## src/rtl/mod_n_counter_if.sv

```systemverilog
// rtl/mod_n_counter_if.sv - control and status bundle for mod_n_counter
interface mod_n_counter_if #(
  parameter int WIDTH = 3
);
  logic             en;
  logic             up;
  logic             clr;
  logic             load;
  logic [WIDTH-1:0] din;
  logic             oneshot;
  logic [WIDTH-1:0] q;
  logic             tc;
  logic             wrap;
  logic             done;
  logic             load_err;

  modport master (
    output en, up, clr, load, din, oneshot,
    input  q, tc, wrap, done, load_err
  );

  modport slave (
    input  en, up, clr, load, din, oneshot,
    output q, tc, wrap, done, load_err
  );
endinterface

```

## src/rtl/mod_n_counter.sv

```systemverilog
// rtl/mod_n_counter.sv - modulo-N up/down counter with load, clear, one-shot and cascade outputs
module mod_n_counter #(
  parameter int WIDTH   = 3,
  parameter int MODULUS = 6
) (
  input logic             clk,
  input logic             reset,
  mod_n_counter_if.slave  bus
);
  // Terminal value as a WIDTH-bit constant so MODULUS = 2^WIDTH never relies on overflow.
  localparam logic [WIDTH-1:0] LAST = WIDTH'(MODULUS - 1);
  localparam logic [WIDTH-1:0] ZERO = '0;
  localparam logic [WIDTH-1:0] ONE  = WIDTH'(1);

  logic [WIDTH-1:0] q_r;
  logic [WIDTH-1:0] q_next;
  logic [WIDTH-1:0] t;
  logic             wrap_r, done_r, err_r;
  logic             wrap_next, done_next, err_next;
  logic             at_term;

  assign at_term      = bus.up ? (q_r == LAST) : (q_r == ZERO);
  assign bus.tc       = bus.en & at_term;
  assign bus.q        = q_r;
  assign bus.wrap     = wrap_r;
  assign bus.done     = done_r;
  assign bus.load_err = err_r;

  // Next-state selection: clr > load > count; a frozen one-shot ignores en.
  always_comb begin
    q_next    = q_r;
    wrap_next = 1'b0;
    done_next = done_r;
    err_next  = 1'b0;
    if (bus.clr) begin
      q_next    = ZERO;
      done_next = 1'b0;
    end else if (bus.load) begin
      done_next = 1'b0;
      if (bus.din <= LAST) begin
        q_next = bus.din;
      end else begin
        q_next   = LAST;
        err_next = 1'b1;
      end
    end else if (bus.en && !done_r) begin
      if (!at_term) begin
        q_next = bus.up ? q_r + ONE : q_r - ONE;
      end else if (bus.oneshot) begin
        done_next = 1'b1;
      end else begin
        q_next    = bus.up ? ZERO : LAST;
        wrap_next = 1'b1;
      end
    end
  end

  // Per-bit toggle enables, matching the older T-flip-flop counters.
  assign t = q_r ^ q_next;

  // State registers: count bits toggle where t is set, flags load their next values.
  always_ff @(posedge clk or posedge reset) begin
    if (reset) begin
      q_r    <= ZERO;
      wrap_r <= 1'b0;
      done_r <= 1'b0;
      err_r  <= 1'b0;
    end else begin
      q_r    <= q_r ^ t;
      wrap_r <= wrap_next;
      done_r <= done_next;
      err_r  <= err_next;
    end
  end
endmodule

```

## src/flat_wrapper.sv

```systemverilog
// flat-port wrapper written by rule: the top's interface ports become plain ports
module mod_n_counter_flat 
#(
  parameter int WIDTH   = 3,
  parameter int MODULUS = 6
)
  (clk, reset, bus_en, bus_up, bus_clr, bus_load, bus_din, bus_oneshot, bus_q, bus_tc, bus_wrap, bus_done, bus_load_err);
  mod_n_counter_if #(.WIDTH(WIDTH)) bus_i ();
  input logic clk;
  input logic reset;
  input wire logic [$bits(bus_i.en)-1:0] bus_en;
  input wire logic [$bits(bus_i.up)-1:0] bus_up;
  input wire logic [$bits(bus_i.clr)-1:0] bus_clr;
  input wire logic [$bits(bus_i.load)-1:0] bus_load;
  input wire logic [$bits(bus_i.din)-1:0] bus_din;
  input wire logic [$bits(bus_i.oneshot)-1:0] bus_oneshot;
  output wire logic [$bits(bus_i.q)-1:0] bus_q;
  output wire logic [$bits(bus_i.tc)-1:0] bus_tc;
  output wire logic [$bits(bus_i.wrap)-1:0] bus_wrap;
  output wire logic [$bits(bus_i.done)-1:0] bus_done;
  output wire logic [$bits(bus_i.load_err)-1:0] bus_load_err;
  assign bus_i.en = bus_en;
  assign bus_i.up = bus_up;
  assign bus_i.clr = bus_clr;
  assign bus_i.load = bus_load;
  assign bus_i.din = bus_din;
  assign bus_i.oneshot = bus_oneshot;
  assign bus_q = bus_i.q;
  assign bus_tc = bus_i.tc;
  assign bus_wrap = bus_i.wrap;
  assign bus_done = bus_i.done;
  assign bus_load_err = bus_i.load_err;
  mod_n_counter #(.WIDTH(WIDTH), .MODULUS(MODULUS)) u_core (.clk(clk), .reset(reset), .bus(bus_i));
endmodule
```

## config.mk

```make
export PLATFORM = sky130hd
export DESIGN_NAME = mod_n_counter_flat
export DESIGN_NICKNAME = d
export VERILOG_FILES = /design/src/rtl/mod_n_counter_if.sv /design/src/rtl/mod_n_counter.sv /design/src/flat_wrapper.sv
export SDC_FILE = /design/constraint.sdc
export NUM_CORES = 1
export LEC_CHECK = 0
export ABC_AREA = 1
export BUFFER_PORTS_ARGS = -buffer_cell sky130_fd_sc_hd__buf_2
export CAP_MARGIN = 20
export CORE_AREA = 2 2 39 41
export DETAILED_ROUTE_END_ITERATION = 8
export DIE_AREA = 0 0 41 43
export MAX_ROUTING_LAYER = met4
export PLACE_DENSITY_LB_ADDON = 0.15
export RECOVER_POWER = 50
export SLEW_MARGIN = 20
export SYNTH_ARGS = -nofsm -noshare
export SYNTH_HDL_FRONTEND = slang
export SYNTH_SLANG_ARGS = --single-unit
```

## constraint.sdc

```tcl
create_clock -name clk -period 1.2 [get_ports clk]
set_input_delay 0.18 -clock clk [delete_from_list [all_inputs] [get_ports clk]]
set_output_delay 0.18 -clock clk [all_outputs]
set_load 0.05 [all_outputs]
```

==> summary.md, run 1 <==
| Metric | Value |
|---|---|
| Status | `finished with violations` |
| Failing checks | `negative setup slack` |
| Placed Instances | `103` |
| Final instance area | `723 um^2` |
| Total grt overflow | `0` |
| Share of power burned in registers | `0.315` |
| Final hold violation count | `0` |
| GRT Total Usage | `0.174` |
| Final Skew | `0.00190 ns` |
| Sw Pwr | `264 uW` |
| Max_cap viols | `0` |
| Least-Margin Pin Slew | `roughly 0.25 ns` |
| Grt peak-use layer | `met2` |
| Layout cell share with drive strength beyond 1 | `0.543` |
| Core Area | `1380 um^2` |
| Setup ws final | `-0.220 ns` |
| Worst-path clk slew | `0.05 ns` |
| Worst skew pair latency | `0.25 ns` |
| Vias in the first global route | `between 400 and 500` |
| Starting Density | `0.318` |
| Die area | `1760 um^2` |
| Final setup vio count | `5` |
| Yosys warns | `0` |
| First-pass GRT wire length | `approximately 1900 um` |
| CTS tree | `yes` |
| Area Overhead vs Synth | `64.2%` |
| Synth Net Count | `76` |
| GR Layer Usage met1 | `0.197` |
| Initial antenna violation count | `0` |
| Arrival @ worst endpoint | `1.24 ns` |
| Syn Inst Count | `65` |
| Die Height | `43 um` |
| Total CTS buffers | `3` |
| Min-delay worst type | `in2reg` |
| DRT iter0 DRCs | `1` |
| Syn Area/Cell | `6.78 um^2` |
| Critical path class | `reg2out` |
| Post-detail-place hpwl | `860 um` |
| Fmax | `around 700 MHz` |
| Pwr per Cell Area | `990 nW/um^2` |
| Total power | `between 700 and 800 uW` |
| Final #Nets | `106` |
| Register bit count reported by yosys | `6` |
| Vias per cell | `4.43` |
| Clock root buffer | `clkbuf_4` |
| Clock Sinks | `6` |
| IO Port Bufs | `16` |
| CP max stage cell | `dfrtp_2` |
| Min Tclk post-route | `1.42 ns` |
| Commonest non-fill, non-tap cell in the layout | `nand2_1` |
| Final Instance Count excl. Fillers | `110` |
| Fin Hold WS | `0.136 ns` |
| Crit path max fanout | `3` |
| Vias | `487` |
| Cell Area, Synth | `440 um^2` |
| DRC viols | `0` |
| Wire per inst | `between 10 and 15 um` |
| CTS H-tree depth | `1` |
| Slew Limit Fails | `0` |
| Clock share of power | `0.289` |
| M3 GR Usage | `0.0628` |
| Post-layout util | `0.523` |
| Synth area leaders | `dfrtp_1 (34%), nand2_1 (13%), inv_1 (8.5%)` |
| Post-DRT Antenna Nets | `0` |
| Worst path required time | `1.02 ns` |
| Crit. End Element | `output port` |
| Slowest stage delay, CP | `0.43 ns` |
| Worst VDD drop | `0.851 mV` |
| Unrepaired setup endpoints after global routing | `yes` |
| FP Rows | `14` |
| DRT Pass-1 Iters | `3` |
| CTS Buffer Depth | `2` |
| Yosys top cell by area | `dfrtp_1` |
| Final wirelength | `1140 um` |
| Internal power | `approximately 450 uW` |
| Top Family by Delay on Critical Path | `flip-flops` |
| Ant diodes | `0` |
| Cell variety after synth | `14` |
| Register area share after synthesis | `0.341` |
| Placed Area | `slightly above 600 um^2` |
| Leak | `0.376 nW` |
| Logic gate share of total power | `0.396` |
| Met2 GRT Util | `0.253` |
| Max transition margin | `0.836` |
| Placer Congestion | `just under 0.8` |
| Commonest non-fill, non-tap cells in the layout | `nand2_1 (14), buf_2 (13), inv_1 (9), buf_4 (7)` |
| Number of I/O pins | `17` |
| Die width | `41 um` |
| Worst-path cell chain | `buf_6 > nand3_2 > nand2_2 > nand3_4 > clkinvlp_4 > buf_8` |
| Final period utilization | `1.18` |
| Critical path buffer and inverter count | `3` |
| Post-synth top area share | `0.341` |
| Sw frac | `0.368` |
| Worst Setup Start Kind | `register` |
| Largest net degree at the start of global routing | `7` |
-- power by group through the flow --
stage | clock network [mW] | registers, mW | logic (mW)
final | 0.207 | 0.225 | 0.284
after global routing | 0.227 | 0.227 | 0.312
after CTS | 0.216 | 0.224 | 0.275
after detailed placement | 0 | 0.225 | 0.239
after global placement | 0 | 0.225 | 0.238
after floorplan | 0 | 0.265 | 0.120
-- cell usage after synthesis (all sizes together) --
master	count
a21oi	7
dfrtp	6
fa	1
inv	13
nand2	19
nand3	8
nor2	6
nor3	2
o21ai	3
-- layer usage --
metal	part of all wire	up-vias
met5	0	-
met4	0.025	0
met3	0.049	5
met2	0.47	14
met1	0.46	207
li1	-	261
-- what timing repair did --
item                                    in CTS  in global routing
resized for setup                           12                  6
setup buffers                                3                  1
cloned                                       0                  0
hold buffers                                 1                  0
hold endpoints to repair                     6                  0
pin swaps                                    7                  3
endpoints found under the setup margin       4                  7
-- flip-flops by register name, indices dropped and copies added, names as in the netlist --
signal,count
u_core.bus.q,3
u_core.bus.wrap,1
u_core.bus.done,1
u_core.bus.load_err,1
-- per-stage QoR --
step	setup TNS [ns]	setup slack, ns
2_1_floorplan	-0.590	-0.246
4_1_cts	-0.464	-0.217
5_1_grt	-0.800	-0.280
3_5_place_dp	-0.293	-0.112
6_report	-0.432	-0.220
3_3_place_gp	-0.251	-0.0964
-- path summary, 6_finish.rpt --
check / from / end / slack [ns] / cells past startpoint
setup / recovery: u_core.bus.q[0] / bus_tc / -0.22 / 6
max in group asynchronous: reset / u_core.bus.q[2] / 0.61 / 3
min in group asynchronous: reset / u_core.bus.load_err / 0.38 / 3
hold reg to reg: u_core.bus.done / u_core.bus.done / 0.60 / 2
setup reg to reg: u_core.bus.q[0] / u_core.bus.q[1] / -0.12 / 5
hold / removal: bus_clr / u_core.bus.q[1] / 0.14 / 2
-- logic make-up after synthesis --
kind of cell,synth area share
and+or+nand+nor,0.372
DFF,0.341
adders and majority gates,0.0455
buffers and inverters,0.111
AOI/OAI and AO/OA,0.131
-- layout make-up --
type / instances / area, um^2
inverter: 13 / 57.6
tap: 16 / 20.0
clock buffer: 4 / 26.3
timing repair buffer: 25 / 169
multi-input combinational: 46 / 297
fill: 146 / 661
sequential: 6 / 154
Note: power is estimated with default switching activity, not from simulation.
==> inputs of run 2 (changes only) <==
clock period = 1.8 ns   (was 1.2 ns; I/O delays follow)
==> run 2 against run 1 <==
The run now ends clean. Largest cell class unchanged. Critical path type unchanged. Wire length fell by 13%. Setup slack better by 0.40 ns. Power shrank 44%.
==> summary.md, run 2 (same netlist as run 1, synthesis figures left out) <==
| Metric | Value |
|---|---|
| DRT iter0 DRCs | `3 (+2)` |
| First-pass GRT wire length | `1680 um (-13%)` |
| Core Area | `1380 um^2 (unchanged)` |
| Max transition margin | `0.605 (-0.230)` |
| Fin Setup TNS | `0 ns (+0.432 ns)` |
| Fin Hold WS | `0.240 ns (+0.104 ns)` |
| Crit. End Element | `output port` |
| Area Overhead vs Synth | `29.8%` |
| Fmax | `616 MHz` |
| Met2 GRT Util | `0.234 (-0.0187)` |
| Min-delay worst type | `in2reg` |
| CTS Buffer Depth | `2 (unchanged)` |
| Starting Density | `0.318 (unchanged)` |
| Vias per cell | `4.57 (+3.3%)` |
| Final wirelength | `997 um (-13%)` |
| Reg2reg setup slack | `0.41 ns (+0.53 ns)` |
| Unrepaired setup endpoints after global routing | `no` |
| Final #Nets | `98 (-7.5%)` |
| GR Layer Usage met1 | `0.159 (-0.0372)` |
| Post-detail-place hpwl | `826 um (-3.9%)` |
| Status | `complete, no violations` |
| Arrival @ worst endpoint | `1.35 ns (+0.11 ns)` |
| Worst skew pair latency | `0.24 ns (about the same)` |
| WHS Endpoint | `u_core.bus.q[1]` |
| Grt peak-use layer | `met2` |
| DRC viols | `0 (unchanged)` |
| Leak | `0.325 nW (-14%)` |
| Worst Setup Start Kind | `register` |
| Clock root buffer | `clkbuf_4` |
| Clock Sinks | `6 (unchanged)` |
| Die area | `1760 um^2 (unchanged)` |
| Pwr per Cell Area | `704 nW/um^2 (-29%)` |
| HP Start | `bus_clr` |
| Worst reg2reg path endpoint | `u_core.bus.q[1]` |
| Vias in the first global route | `436 (-12%)` |
| Slew Limit Fails | `0 (unchanged)` |
| Die width | `41 um (unchanged)` |
| Wire per inst | `9.87 um (-4.8%)` |
| Reg2reg path depth | `5 (unchanged)` |
| Total CTS buffers | `3 (unchanged)` |
| Final hold violation count | `0 (unchanged)` |
| Least-Margin Pin Slew | `0.594 ns (+0.346 ns)` |
| GRT Total Usage | `0.150 (-0.0241)` |
| Layout cell share with drive strength beyond 1 | `0.318 (-0.225)` |
| Number of I/O pins | `17 (unchanged)` |
| Commonest non-fill, non-tap cells in the layout | `nand2_1 (15), buf_2 (12), inv_1 (10), nand3_1 (7)` |
| Crit path max fanout | `6 (+3)` |
| Hold Crit Depth | `2 (unchanged)` |
| Ant diodes | `0 (unchanged)` |
| CTS tree | `yes` |
| CTS H-tree depth | `1 (unchanged)` |
| Launching point of the worst reg2reg path | `u_core.bus.q[0]` |
| Worst VDD drop | `0.581 mV (-32%)` |
| Commonest non-fill, non-tap cell in the layout | `nand2_1` |
| IO Port Bufs | `16 (unchanged)` |
| Worst-path clk slew | `0.04 ns (about the same)` |
| Initial antenna violation count | `0 (unchanged)` |
| Final period utilization | `0.902` |
| Min Tclk post-route | `1.62 ns` |
| M3 GR Usage | `0.0628 (unchanged)` |
| FP Rows | `14 (unchanged)` |
| Placer Congestion | `0.767 (-3.0%)` |
| Post-DRT Antenna Nets | `0 (unchanged)` |
| Vias | `462 (-5.1%)` |
| Placed Instances | `97 (-5.8%)` |
| DRT Pass-1 Iters | `4 (+1)` |
| Final Skew | `0.00401 ns (+0.00211 ns)` |
| Largest register FFs | `3 (unchanged)` |
| Final Instance Count excl. Fillers | `101 (-8.2%)` |
| Die Height | `43 um (unchanged)` |
| Setup bufs post-CTS | `0 (-3)` |
| Largest net degree at the start of global routing | `7 (unchanged)` |
| Max_cap viols | `0 (unchanged)` |
| Total grt overflow | `0 (unchanged)` |
| Worst path required time | `1.53 ns (+0.51 ns)` |
| Final setup vio count | `0 (-5)` |
| Critical path class | `reg2out` |
-- run 2: changes by cell type in the layout (fill, tap and decap cells not counted), moves of 2 or more --
cell,delta
nand3_2,-3
nor2_1,+2
inv_2,+2
a21oi_2,-2
dfrtp_1,+3
a21oi_1,+2
buf_6,-2
inv_4,-2
nand3_1,+4
dfrtp_2,-3
buf_4,-7
-- run 2: worst max-delay path, cell delays in order (launching register included) --
cell	delay, ns
dfrtp_1	0.43
inv_1	0.10
nand3_1	0.08
nand2_2	0.10
nand3_1	0.12
inv_1	0.07
clkbuf_4	0.22
-- run 2: what timing repair did --
item                                   4_1_cts  5_1_grt
endpoints found under the hold margin        6        0
resized for setup                            0        1
hold buffers                                 1        0
setup endpoints to repair                    0        1
-- run 2: report_power, final --
group,total (mW),switching [mW],internal (mW)
sequential,0.149,0.00690,0.142
clock,0.116,0.0413,0.0749
combinational,0.137,0.0936,0.0435
total,0.403,0.142,0.261
-- run 2: area by class of cell --
| cell class | count | area (um^2) |
|---|---|---|
| tap | 16 | 20.0 |
| inverter | 13 | 48.8 |
| multi-input combinational | 46 | 241 |
| clock buffer | 3 | 22.5 |
| fill | 166 | 812 |
| sequential | 6 | 150 |
| timing repair buffer | 17 | 88.8 |
-- run 2: routing by layer --
layer,up-vias,wire length [um]
met5,-,0
met4,0,14
met3,2,64
met2,14,460
met1,200,457
li1,246,-
-- run 2: metrics by stage --
step	worst slack [ns]	total power, mW	utilization	instance area [um^2]
2_1_floorplan	0.136	0.251	-	440
3_3_place_gp	0.368	0.288	0.391	541
3_5_place_dp	0.381	0.288	0.391	541
4_1_cts	0.120	0.411	0.414	573
5_1_grt	0.00359	0.436	0.413	572
6_report	0.176	0.403	0.413	572
-- run 2: worst max-delay path by stage --
stage / endpoint / slack (ns) / startpoint
3_3_place_gp: bus_tc / 0.37 / u_core.bus.q[2]
5_1_grt: bus_tc / 0.004 / u_core.bus.q[1]
2_1_floorplan: u_core.bus.q[1] / 0.14 / u_core.bus.q[0]
3_5_place_dp: bus_tc / 0.38 / u_core.bus.q[1]
4_1_cts: bus_tc / 0.12 / u_core.bus.q[2]
6_report: bus_tc / 0.18 / u_core.bus.q[2]
==> inputs of run 3 (changes only) <==
CELL_PAD_IN_SITES_DETAIL_PLACEMENT = 0   (was not set)
CELL_PAD_IN_SITES_GLOBAL_PLACEMENT = 2   (was not set)
CORE_AREA = not set   (was 2 2 39 41)
CORE_UTILIZATION = 25   (was not set)
DIE_AREA = not set   (was 0 0 41 43)
==> run 3 against run 2 <==
Combinational power is essentially flat. First-iteration DRC count grew to 3.7 times the previous value. Sequential share of layout area grew 0.12 points. Non-clock buffer count is the same. Sequential cell count is the same. Final cell count is the same. Setup slack lost 0.033 ns. Wire length grew 6.1%. Sequential power is essentially flat. Global-route usage shrank 2.0 points. Critical path type unchanged. Die area grew 9.7%.
==> summary.md, run 3 (same netlist as run 1, synthesis figures left out) <==
| Metric | Value |
|---|---|
| Sw frac | `0.361 (+0.00910)` |
| CP dominant cell by count | `nand3_1` |
| Final wirelength | `1060 um (+6.1%)` |
| Clock root buffer | `clkbuf_4` |
| Status | `complete, no violations` |
| Commonest non-fill, non-tap cell in the layout | `nand2_1` |
| Clock share of power | `0.296 (+0.007)` |
| Vias per cell | `4.42 (-3.5%)` |
| Min Tclk post-route | `1.66 ns (+0.0328 ns)` |
| Total CTS buffers | `3 (unchanged)` |
| Max transition margin | `0.607 (+0.00118)` |
| IO Port Bufs | `16 (unchanged)` |
| CTS H-tree depth | `1 (unchanged)` |
| Setup ws final | `0.143 ns (-0.0328 ns)` |
| DRT Pass-1 Iters | `6 (+2)` |
| Final setup vio count | `0 (unchanged)` |
| Initial antenna violation count | `0 (unchanged)` |
| Leak | `0.325 nW (about the same)` |
| Min-delay worst type | `in2reg` |
| GRT Total Usage | `0.129 (-0.0204)` |
| Final hold violation count | `0 (unchanged)` |
| Ant diodes | `0 (unchanged)` |
| Vias | `446 (-3.5%)` |
| Core Area | `1580 um^2 (+14%)` |
| Post-DRT Antenna Nets | `0 (unchanged)` |
| Post-detail-place hpwl | `912 um (+10%)` |
| Final Skew | `0.00453 ns (+0.000515 ns)` |
| CTS Buffer Depth | `2 (unchanged)` |
| HP Start | `bus_clr` |
| DRC viols | `0 (unchanged)` |
| Critical path origin | `u_core.bus.q[1]` |
| Unrepaired setup endpoints after global routing | `no` |
| Max_cap viols | `0 (unchanged)` |
| Crit path max fanout | `5 (-1)` |
| Die width | `44.0 um (+7.2%)` |
| Worst-path clk slew | `0.05 ns (about the same)` |
| Starting Density | `0.279 (-0.0389)` |
| Share of power burned in registers | `0.365 (-0.006)` |
| Launching point of the worst reg2reg path | `u_core.bus.q[0]` |
| Die area | `1930 um^2 (+9.7%)` |
| Fmax | `604 MHz (-2.0%)` |
| Crit. End Element | `output port` |
| Critical path buffer and inverter count | `3 (unchanged)` |
| Area Overhead vs Synth | `29.3%` |
| Top Family by Delay on Critical Path | `buffers and inverters` |
| Pwr per Cell Area | `717 nW/um^2 (+1.8%)` |
| Layout cell share with drive strength beyond 1 | `0.318 (unchanged)` |
| FP Rows | `14 (unchanged)` |
| Wire per inst | `10.5 um (+6.1%)` |
| Pre-CTS WS | `0.389 ns (+0.00838 ns)` |
| DRT iter0 DRCs | `11 (+8)` |
| Worst path required time | `1.53 ns (about the same)` |
| Worst skew pair latency | `0.24 ns (about the same)` |
| Largest register FFs | `3 (unchanged)` |
| Vias in the first global route | `412 (-5.5%)` |
| Fin Setup TNS | `0 ns (unchanged)` |
| Logic gate share of total power | `0.338 (-0.002)` |
| Slew Limit Fails | `0 (unchanged)` |
| Sw Pwr | `148 uW (+4.0%)` |
| Total grt overflow | `0 (unchanged)` |
| Least-Margin Pin Slew | `0.593 ns (-0.00178 ns)` |
| Slowest stage delay, CP | `0.37 ns (-0.06 ns)` |
| Worst Setup Start Kind | `register` |
| Clock Sinks | `6 (unchanged)` |
| Final period utilization | `0.920 (+0.0182)` |
| Placer Congestion | `0.708 (-7.7%)` |
| Critical path class | `reg2out` |
| Internal power | `261 uW (about the same)` |
| Number of I/O pins | `17 (unchanged)` |
| Largest net degree at the start of global routing | `7 (unchanged)` |
| Die Height | `44.0 um (+2.3%)` |
| Arrival @ worst endpoint | `1.39 ns (+0.04 ns)` |
| Final #Nets | `98 (unchanged)` |
| Worst VDD drop | `0.411 mV (-29%)` |
| Worst-path cell chain | `inv_2 > nand3_1 > nand2_1 > nand3_1 > inv_1 > buf_2` |
| Commonest non-fill, non-tap cells in the layout | `nand2_1 (15), buf_2 (13), inv_1 (10), nand3_1 (7)` |
| CP max stage cell | `dfrtp_1` |
| Final Instance Count excl. Fillers | `101 (unchanged)` |
| First-pass GRT wire length | `1760 um (+5.0%)` |
| CTS tree | `yes` |
| Placed Instances | `97 (unchanged)` |
## run 3: changes by cell type in the layout (fill, tap and decap cells not counted)
cell / delta
buf_2: +1
clkbuf_4: -1
## run 3: cell type report
cell class	count	area [um^2]
fill	190	1010
multi-input combinational	46	241
sequential	6	150
timing repair buffer	17	86.3
inverter	13	48.8
clock buffer	3	22.5
tap	16	20.0
## run 3: through the flow
| step | hold WS (ns) | util | instance area [um^2] | power [mW] |
|---|---|---|---|---|
| floorplan | 0.0610 | - | 440 | 0.251 |
| global placement | 0.199 | 0.343 | 541 | 0.292 |
| detailed placement | 0.198 | 0.343 | 541 | 0.290 |
| CTS | 0.235 | 0.363 | 573 | 0.418 |
| global route | 0.234 | 0.361 | 569 | 0.440 |
| finish | 0.238 | 0.361 | 569 | 0.408 |
## run 3: routing by layer
| metal | global-route usage | vias up | routed length, um |
|---|---|---|---|
| met5 | - | - | 0 |
| met4 | 0 | 0 | 0 |
| met3 | 0.0500 | 0 | 38 |
| met2 | 0.188 | 9 | 467 |
| met1 | 0.183 | 192 | 552 |
| li1 | - | 245 | - |
## run 3: final timing paths
| path | slack [ns] | end | cells after the start |
|---|---|---|---|
| worst min register to register | 0.59 | u_core.bus.wrap | 3 |
| min in group asynchronous | 0.49 | u_core.bus.q[0] | 3 |
| max in group asynchronous | 1.11 | u_core.bus.done | 3 |
| worst max-delay path | 0.14 | bus_tc | 6 |
| worst max register to register | 0.40 | u_core.bus.q[1] | 5 |
| worst min-delay path | 0.24 | u_core.bus.q[1] | 2 |
## run 3: power by group through the flow
stage | logic [mW] | clock network [mW] | registers [mW]
2_1_floorplan | 0.0752 | 0 | 0.175
3_3_place_gp | 0.141 | 0 | 0.151
3_5_place_dp | 0.139 | 0 | 0.151
4_1_cts | 0.141 | 0.128 | 0.149
5_1_grt | 0.156 | 0.134 | 0.150
6_report | 0.138 | 0.121 | 0.149
## run 3: timing repair
item                                    CTS  global route
endpoints found under the hold margin     6             0
resized for setup                         0             0
buffers inserted                          0             0
hold buffers                              1             0
endpoints found under the setup margin    0             0
